===== src/rtl/up_down_counter_pkg.sv =====
// -----------------------------------------------------------------------------
// up_down_counter_pkg
//   Shared definitions for the up/down counter.
//   - cnt_op_e  : the action the counter takes on the next rising clock edge
//   - decode_op : maps the active-low control pins onto that action. Load
//                 outranks counting, and counting outranks hold.
// -----------------------------------------------------------------------------
package up_down_counter_pkg;

    typedef enum logic [1:0] {
        CNT_HOLD = 2'b00,
        CNT_LOAD = 2'b01,
        CNT_UP   = 2'b10,
        CNT_DOWN = 2'b11
    } cnt_op_e;

    function automatic cnt_op_e decode_op(
        input logic load_b,
        input logic en_b,
        input logic up
    );
        cnt_op_e op;
        if (!load_b) begin
            op = CNT_LOAD;
        end else if (!en_b) begin
            op = up ? CNT_UP : CNT_DOWN;
        end else begin
            op = CNT_HOLD;
        end
        return op;
    endfunction

endpackage


===== src/rtl/up_down_counter.sv =====
// -----------------------------------------------------------------------------
// up_down_counter
//   N-bit synchronous binary up/down counter in the style of the 74x191.
//   Several stages can be chained by feeding the rco_b of one stage into the
//   en_b of the next.
//
// Parameters
//   N        counter width in bits (N >= 1)
//
// Ports
//   clk      in   rising-edge clock
//   rst_b    in   asynchronous active-low reset; forces q to 0
//   en_b     in   active-low count enable
//   load_b   in   active-low synchronous parallel load; ignores en_b and up
//   up       in   count direction: 1 counts up, 0 counts down
//   load_in  in   [N] parallel load value
//   q        out  [N] registered counter value
//   rco_b    out  active-low ripple carry/borrow. This output is
//                 combinational from en_b, up and q.
// -----------------------------------------------------------------------------
module up_down_counter
    import up_down_counter_pkg::*;
#(
    parameter int N = 4
) (
    input  logic         clk,
    input  logic         rst_b,
    input  logic         en_b,
    input  logic         load_b,
    input  logic         up,
    input  logic [N-1:0] load_in,
    output logic [N-1:0] q,
    output logic         rco_b
);

    logic [N-1:0] r_q;
    cnt_op_e      w_op;
    logic         w_tc;

    assign w_op = decode_op(load_b, en_b, up);

    // load_in is only sampled on the load path. An unknown load_in therefore
    // cannot reach q while load_b is high.
    always_ff @(posedge clk or negedge rst_b) begin
        if (!rst_b) begin
            r_q <= '0;
        end else begin
            case (w_op)
                CNT_LOAD: r_q <= load_in;
                CNT_UP:   r_q <= r_q + 1'b1;   // all ones wraps to zero
                CNT_DOWN: r_q <= r_q - 1'b1;   // zero wraps to all ones
                default:  r_q <= r_q;
            endcase
        end
    end

    // The terminal count depends on the direction currently selected.
    // rco_b therefore follows changes on up and en_b within the same cycle.
    always_comb begin
        w_tc  = 1'b0;
        rco_b = 1'b1;
        if (up) begin
            w_tc = &r_q;
        end else begin
            w_tc = ~(|r_q);
        end
        rco_b = ~(~en_b & w_tc);
    end

    assign q = r_q;

endmodule


===== config.mk =====
export PLATFORM = sky130hd
export DESIGN_NAME = up_down_counter
export DESIGN_NICKNAME = d
export VERILOG_FILES = /design/src/rtl/up_down_counter_pkg.sv /design/src/rtl/up_down_counter.sv
export SDC_FILE = /design/constraint.sdc
export NUM_CORES = 1
export LEC_CHECK = 0
export ABC_CLOCK_PERIOD_IN_PS = 2000
export CAP_MARGIN = 25
export CORE_AREA = 2 2 39 41
export DETAILED_ROUTE_END_ITERATION = 8
export DIE_AREA = 0 0 41 43
export PLACE_DENSITY = 0.53
export SYNTH_ARGS = -nofsm -noshare
export SYNTH_HDL_FRONTEND = slang
export SYNTH_SLANG_ARGS = --single-unit

===== constraint.sdc =====
create_clock -name clk -period 2 [get_ports clk]
set_input_delay 0.4 -clock clk [delete_from_list [all_inputs] [get_ports clk]]
set_output_delay 0.4 -clock clk [all_outputs]
set_load 0.1 [all_outputs]

# ---- After elaboration in Yosys (flattened, before gate mapping)
# Index checks and enable logic that the tools add are counted.
dict set report word_totals {
  regBits 4
  latchBits 0
  ramBits 0
  romBits 0
  inputBits 9
  mem_count 0
}
dict set report op_classes {
  addsub 2
  n_mul 0
  n_div 0
  n_lt_le_gt_ge 0
  eq_ne 3
  shift 0
  muxes 5
  bitwise 4
  n_reduce_logical 3
}
# op n
set op_table {}
lappend op_table {{one-hot mux 4 bit (3 select lines)} 1}
lappend op_table {{adder 4 x 1 -> 4 bit, second input constant} 1}
lappend op_table {{== test 2 bit, second input constant} 2}
lappend op_table {{two-way mux 2 bit} 2}
lappend op_table {{AND reduction 4 bit} 1}
lappend op_table {{OR reduction 4 bit} 1}
lappend op_table {{subtractor 4 x 1 -> 4 bit, second input constant} 1}
lappend op_table {{inverter 1 bit} 3}
lappend op_table {{nonzero test 3 bit} 1}
lappend op_table {{== test 2 x 1 -> 1 bit, second input constant} 1}
lappend op_table {{two-way mux 1 bit} 2}
lappend op_table {{AND 1 bit} 1}

# ---- Longest topological paths before layout
dict set report logic_depth {
  word_depth 5
  depth_mapped 9
}

# ---- Worst setup path before layout
# OpenSTA, ideal clock, no wires.
dict set report synth_path {
  kind {reg-to-output}
  startpoint {register r_q[1], in the netlist q[1]}
  endpoint {output rco_b}
  t_arrival_ps 1950
  t_required_ps 1600
  slack_ps -350
  path_stages_with_launch 4
  path_buffers 0
  cell_sequence {dfrtp_1 > and4_1 > a22oi_1 > or2_2}
}
dict set report synth_via {
  elab_chain_len 5
  word_cells_on_any_way 6
}
# element line_no
set synth_lines {}
lappend synth_lines {{from (decl)} up_down_counter.sv:36} ;# logic [N-1:0] r_q;
lappend synth_lines {{from (signal assigned)} up_down_counter.sv:49} ;# CNT_LOAD: r_q <= load_in;
lappend synth_lines {{from (signal assigned)} up_down_counter.sv:50} ;# CNT_UP: r_q <= r_q + 1'b1;
lappend synth_lines {{from (signal assigned)} up_down_counter.sv:51} ;# CNT_DOWN: r_q <= r_q - 1'b1;
lappend synth_lines {{OR reduction 4 bit} up_down_counter.sv:65} ;# w_tc = ~(|r_q);
lappend synth_lines {{inverter 1 bit} up_down_counter.sv:65}
lappend synth_lines {{two-way mux 1 bit (*)} up_down_counter.sv:62} ;# if (up) begin
lappend synth_lines {{AND 1 bit (*)} up_down_counter.sv:67} ;# rco_b = ~(~en_b & w_tc);
lappend synth_lines {{inverter 1 bit (*)} up_down_counter.sv:67}
lappend synth_lines {{to (decl)} up_down_counter.sv:33} ;# output logic rco_b
# Every way passes the cells marked *; elsewhere a longest branch is shown, timed or not.

# ---- Worst setup path in the final report
dict set report layout_path {
  startpoint {input up}
  endpoint {output rco_b}
}
dict set report layout_via {
  elab_chain_len 3
}
# element line_no
set layout_lines {}
lappend layout_lines {{from (decl)} up_down_counter.sv:30} ;# input logic up,
lappend layout_lines {{two-way mux 1 bit} up_down_counter.sv:62}
lappend layout_lines {{AND 1 bit} up_down_counter.sv:67}
lappend layout_lines {{inverter 1 bit} up_down_counter.sv:67}
# No other way between the ends.

==> run summary <==
Status - completed
Crit path DAT - 1.48 ns
Hold Vio Cnt, Final - 0
Worst path top cell family by delay - buffers and inverters
Ports - 14
M2 GR Usage - 14.7%
Die width - 41 µm
Crit path kind - in2out
H-tree levels - 1
Max Cap Viol - 0
Pwr/cell area - 850 mW/mm²
Clock skew - 0.000117 ns
Non-Filler Instances - 67
I/O Buffers - 13
CP max stage delay - 0.30 ns
Leak - 0.204 nW
Flop2flop setup slack - 0.30 ns
Share of the synthesized area in the top cell type - 34.6%
Max Clock Freq - 531 MHz
R2r endpoint - q[2]
GRT overflow - 0
Worst r2r src - q[1]
Post-Place Cells - 64
Post-DRT Antenna Nets - 0
Cell row count - 14
Placed inst area - 473 µm²
Final setup viols - 0
Drt initial violations - 2
RSZ-0062 raised after global routing - false
Ant. Diodes - 0
Latest clock arrival within the worst-skew pair - 0.23 ns
Final #Nets - 63
Yosys warns - 0
Final Cell Area - 502 µm²
M1 GR Usage - 11.1%
Post-route clock period utilization - 94.1%
Final Core Density - 36.3%
Initial core utilization - 20.9%
FF-to-FF path depth - 6
Clock Power Share - 22.5%
# clock sinks - 4
Tot GR Track Use - 9.68%
WL per Instance - 9.55 µm
Slew headroom - 81.6%
Reg power frac - 28.2%
Hold_buf cts - 0
Initial antenna violation count - 0
Req. time, crit path - 1.60 ns
Mean Syn Cell Area - 8.50 µm²
Final WL - 640 µm
CTS tree - built
Tightest Pin Transition - 0.278 ns
Hold WC Path Type - in2async
Crit path buf inv count - 3
Via count - 303
Final Critical Period - 1.88 ns
First-pass GRT wire length - 1140 µm
Largest register FFs - 4
Worst-case clock buffer depth - 2
Worst setup SP type - input port
Die Ht - 43 µm
Max IR drop VDD - 332 µV
Die area - 0.00176 mm²
Slowest CP cell - or2_2
Switch Pwr - 0.000186 W
Post-synthesis sequential area ratio - 34.6%
Seq cells post-synth - 4
Sw frac - 43.5%
Post-synth cell types - 19
Drt drc - 0
Syn Inst Count - 34
Hpwl dp - 519 µm
Max FO, Critical Path - 5
Largest net degree at the start of global routing - 10
Via-per-instance ratio - 4.52
Clk slew on worst S/H paths - 0.04 ns
Synthesized area - 289 µm²
Vias in the first global route - 309
Comb power frac - 49.3%
Core Area - 0.00138 mm²
Layout area overhead - 73.6%
CP startpoint - up
Slew Limit Fails - 0
Synth area leader - dfrtp_1
Synth area leaders - dfrtp_1, xnor2_1, nor2_1
Detailed Routing Iterations Pass 1 - 3
Share of cells above drive strength 1 - 37.3%
Met3 usage - 3.14%
Int Pwr - 0.000241 W
Syn nets - 44
CTS Buf Count - 3
GP Congestion - 0.639
Cells along the critical path - dlygate4sd2_1 > buf_4 > nor3_1 > a22oi_1 > or2_2 > buf_12
Fillers - 148
CTS Root Cell - clkbuf_4
Worst Setup End Kind - primary output
Most Crowded Layer GR - met2
[power groups by stage]
| stage | Sequential (W) | Combinational (W) | Clock, W |
|---|---|---|---|
| after floorplan | 0.000204 | 0.0000584 | 0 |
| after global placement | 0.000121 | 0.000210 | 0 |
| after detailed placement | 0.000121 | 0.000210 | 0 |
| after CTS | 0.000120 | 0.000210 | 0.000104 |
| after global routing | 0.000123 | 0.000224 | 0.000109 |
| final | 0.000120 | 0.000210 | 0.0000961 |
[final cells by class]
| type | count | area, µm² | share of cell area, % |
|---|---|---|---|
| clock buffer | 3 | 22.5 | 4.49 |
| multi-input combinational | 28 | 185 | 36.9 |
| sequential | 4 | 108 | 21.4 |
| tap | 16 | 20.0 | 3.99 |
| timing repair buffer | 16 | 166 | 33.2 |
[cell usage after synthesis (all sizes together)]
cell type  number
nor2            6
o21ai           2
a21oi           3
clkbuf          1
a22oi           1
mux2i           1
and4            1
ha              1
buf             1
nand2           2
xnor2           3
a31oi           1
nor3            1
dfrtp           4
or2             1
a211oi          2
mux2            1
or3             2
[per-layer routing]
layer / part of all wire [%] / wire (µm)
met4: 0 / 0
met5: 0 / 0
met2: 50 / 318
met3: 4.2 / 27
met1: 46 / 295
[worst register-to-register path, stage by stage (launching register included)]
cell and delay [ns]:
dfrtp_4 0.51, xnor2_1 0.15, ha_1 0.19, or3_4 0.36, a21oi_2 0.15, xnor2_1 0.13, a21oi_1 0.08
[per-stage QoR]
step	TNS, ns	total power [W]	setup slack, ns	hold WS [ns]
after floorplan	0	0.000263	0.00979	0.104
after global placement	-0.263	0.000331	-0.188	0.604
after detailed placement	-0.258	0.000332	-0.177	0.613
after CTS	0	0.000434	0.0618	0.369
after global routing	0	0.000457	0.0390	0.381
final	0	0.000427	0.118	0.378
[worst max-delay path by stage]
stage,to,cells past startpoint
6_report,rco_b,6
5_1_grt,rco_b,4
4_1_cts,q[2],9
3_5_place_dp,q[2],9
3_3_place_gp,q[2],9
2_1_floorplan,rco_b,3
[cells in the final DEF (no fill, tap or decap)]
cell type	instances
dfrtp_2	3
or2_2	1
dlygate4sd2_1	1
or3_1	1
or3_4	1
a22oi_1	1
a31oi_1	1
dlymetal6s2s_1	1
a21oi_1	2
xnor2_1	3
mux2_2	1
nor3_1	1
a211oi_1	2
buf_4	6
a21oi_2	1
clkbuf_4	3
nand2_1	2
nor2_1	6
dfrtp_4	1
ha_1	1
clkdlybuf4s50_1	6
and4_1	1
mux2i_1	1
o21ai_0	2
buf_12	2
[logic make-up after synthesis]
| family | count (synthesis) | share of synthesized area [%] |
|---|---|---|
| compound gates | 9 | 19.9 |
| mux | 2 | 7.36 |
| fa+ha+maj | 1 | 4.33 |
| simple gates | 13 | 21.6 |
| xor+xnor | 3 | 9.09 |
| flops | 4 | 34.6 |
| buf+inv | 2 | 3.03 |
[what timing repair did]
action                     CTS  global route
setup endpoints to repair    1             1
buffers inserted             0             0
hold endpoints to repair     0             0
pin swaps                    1             3
gates resized for setup      1             2
Power figures use the tool's default switching activity.
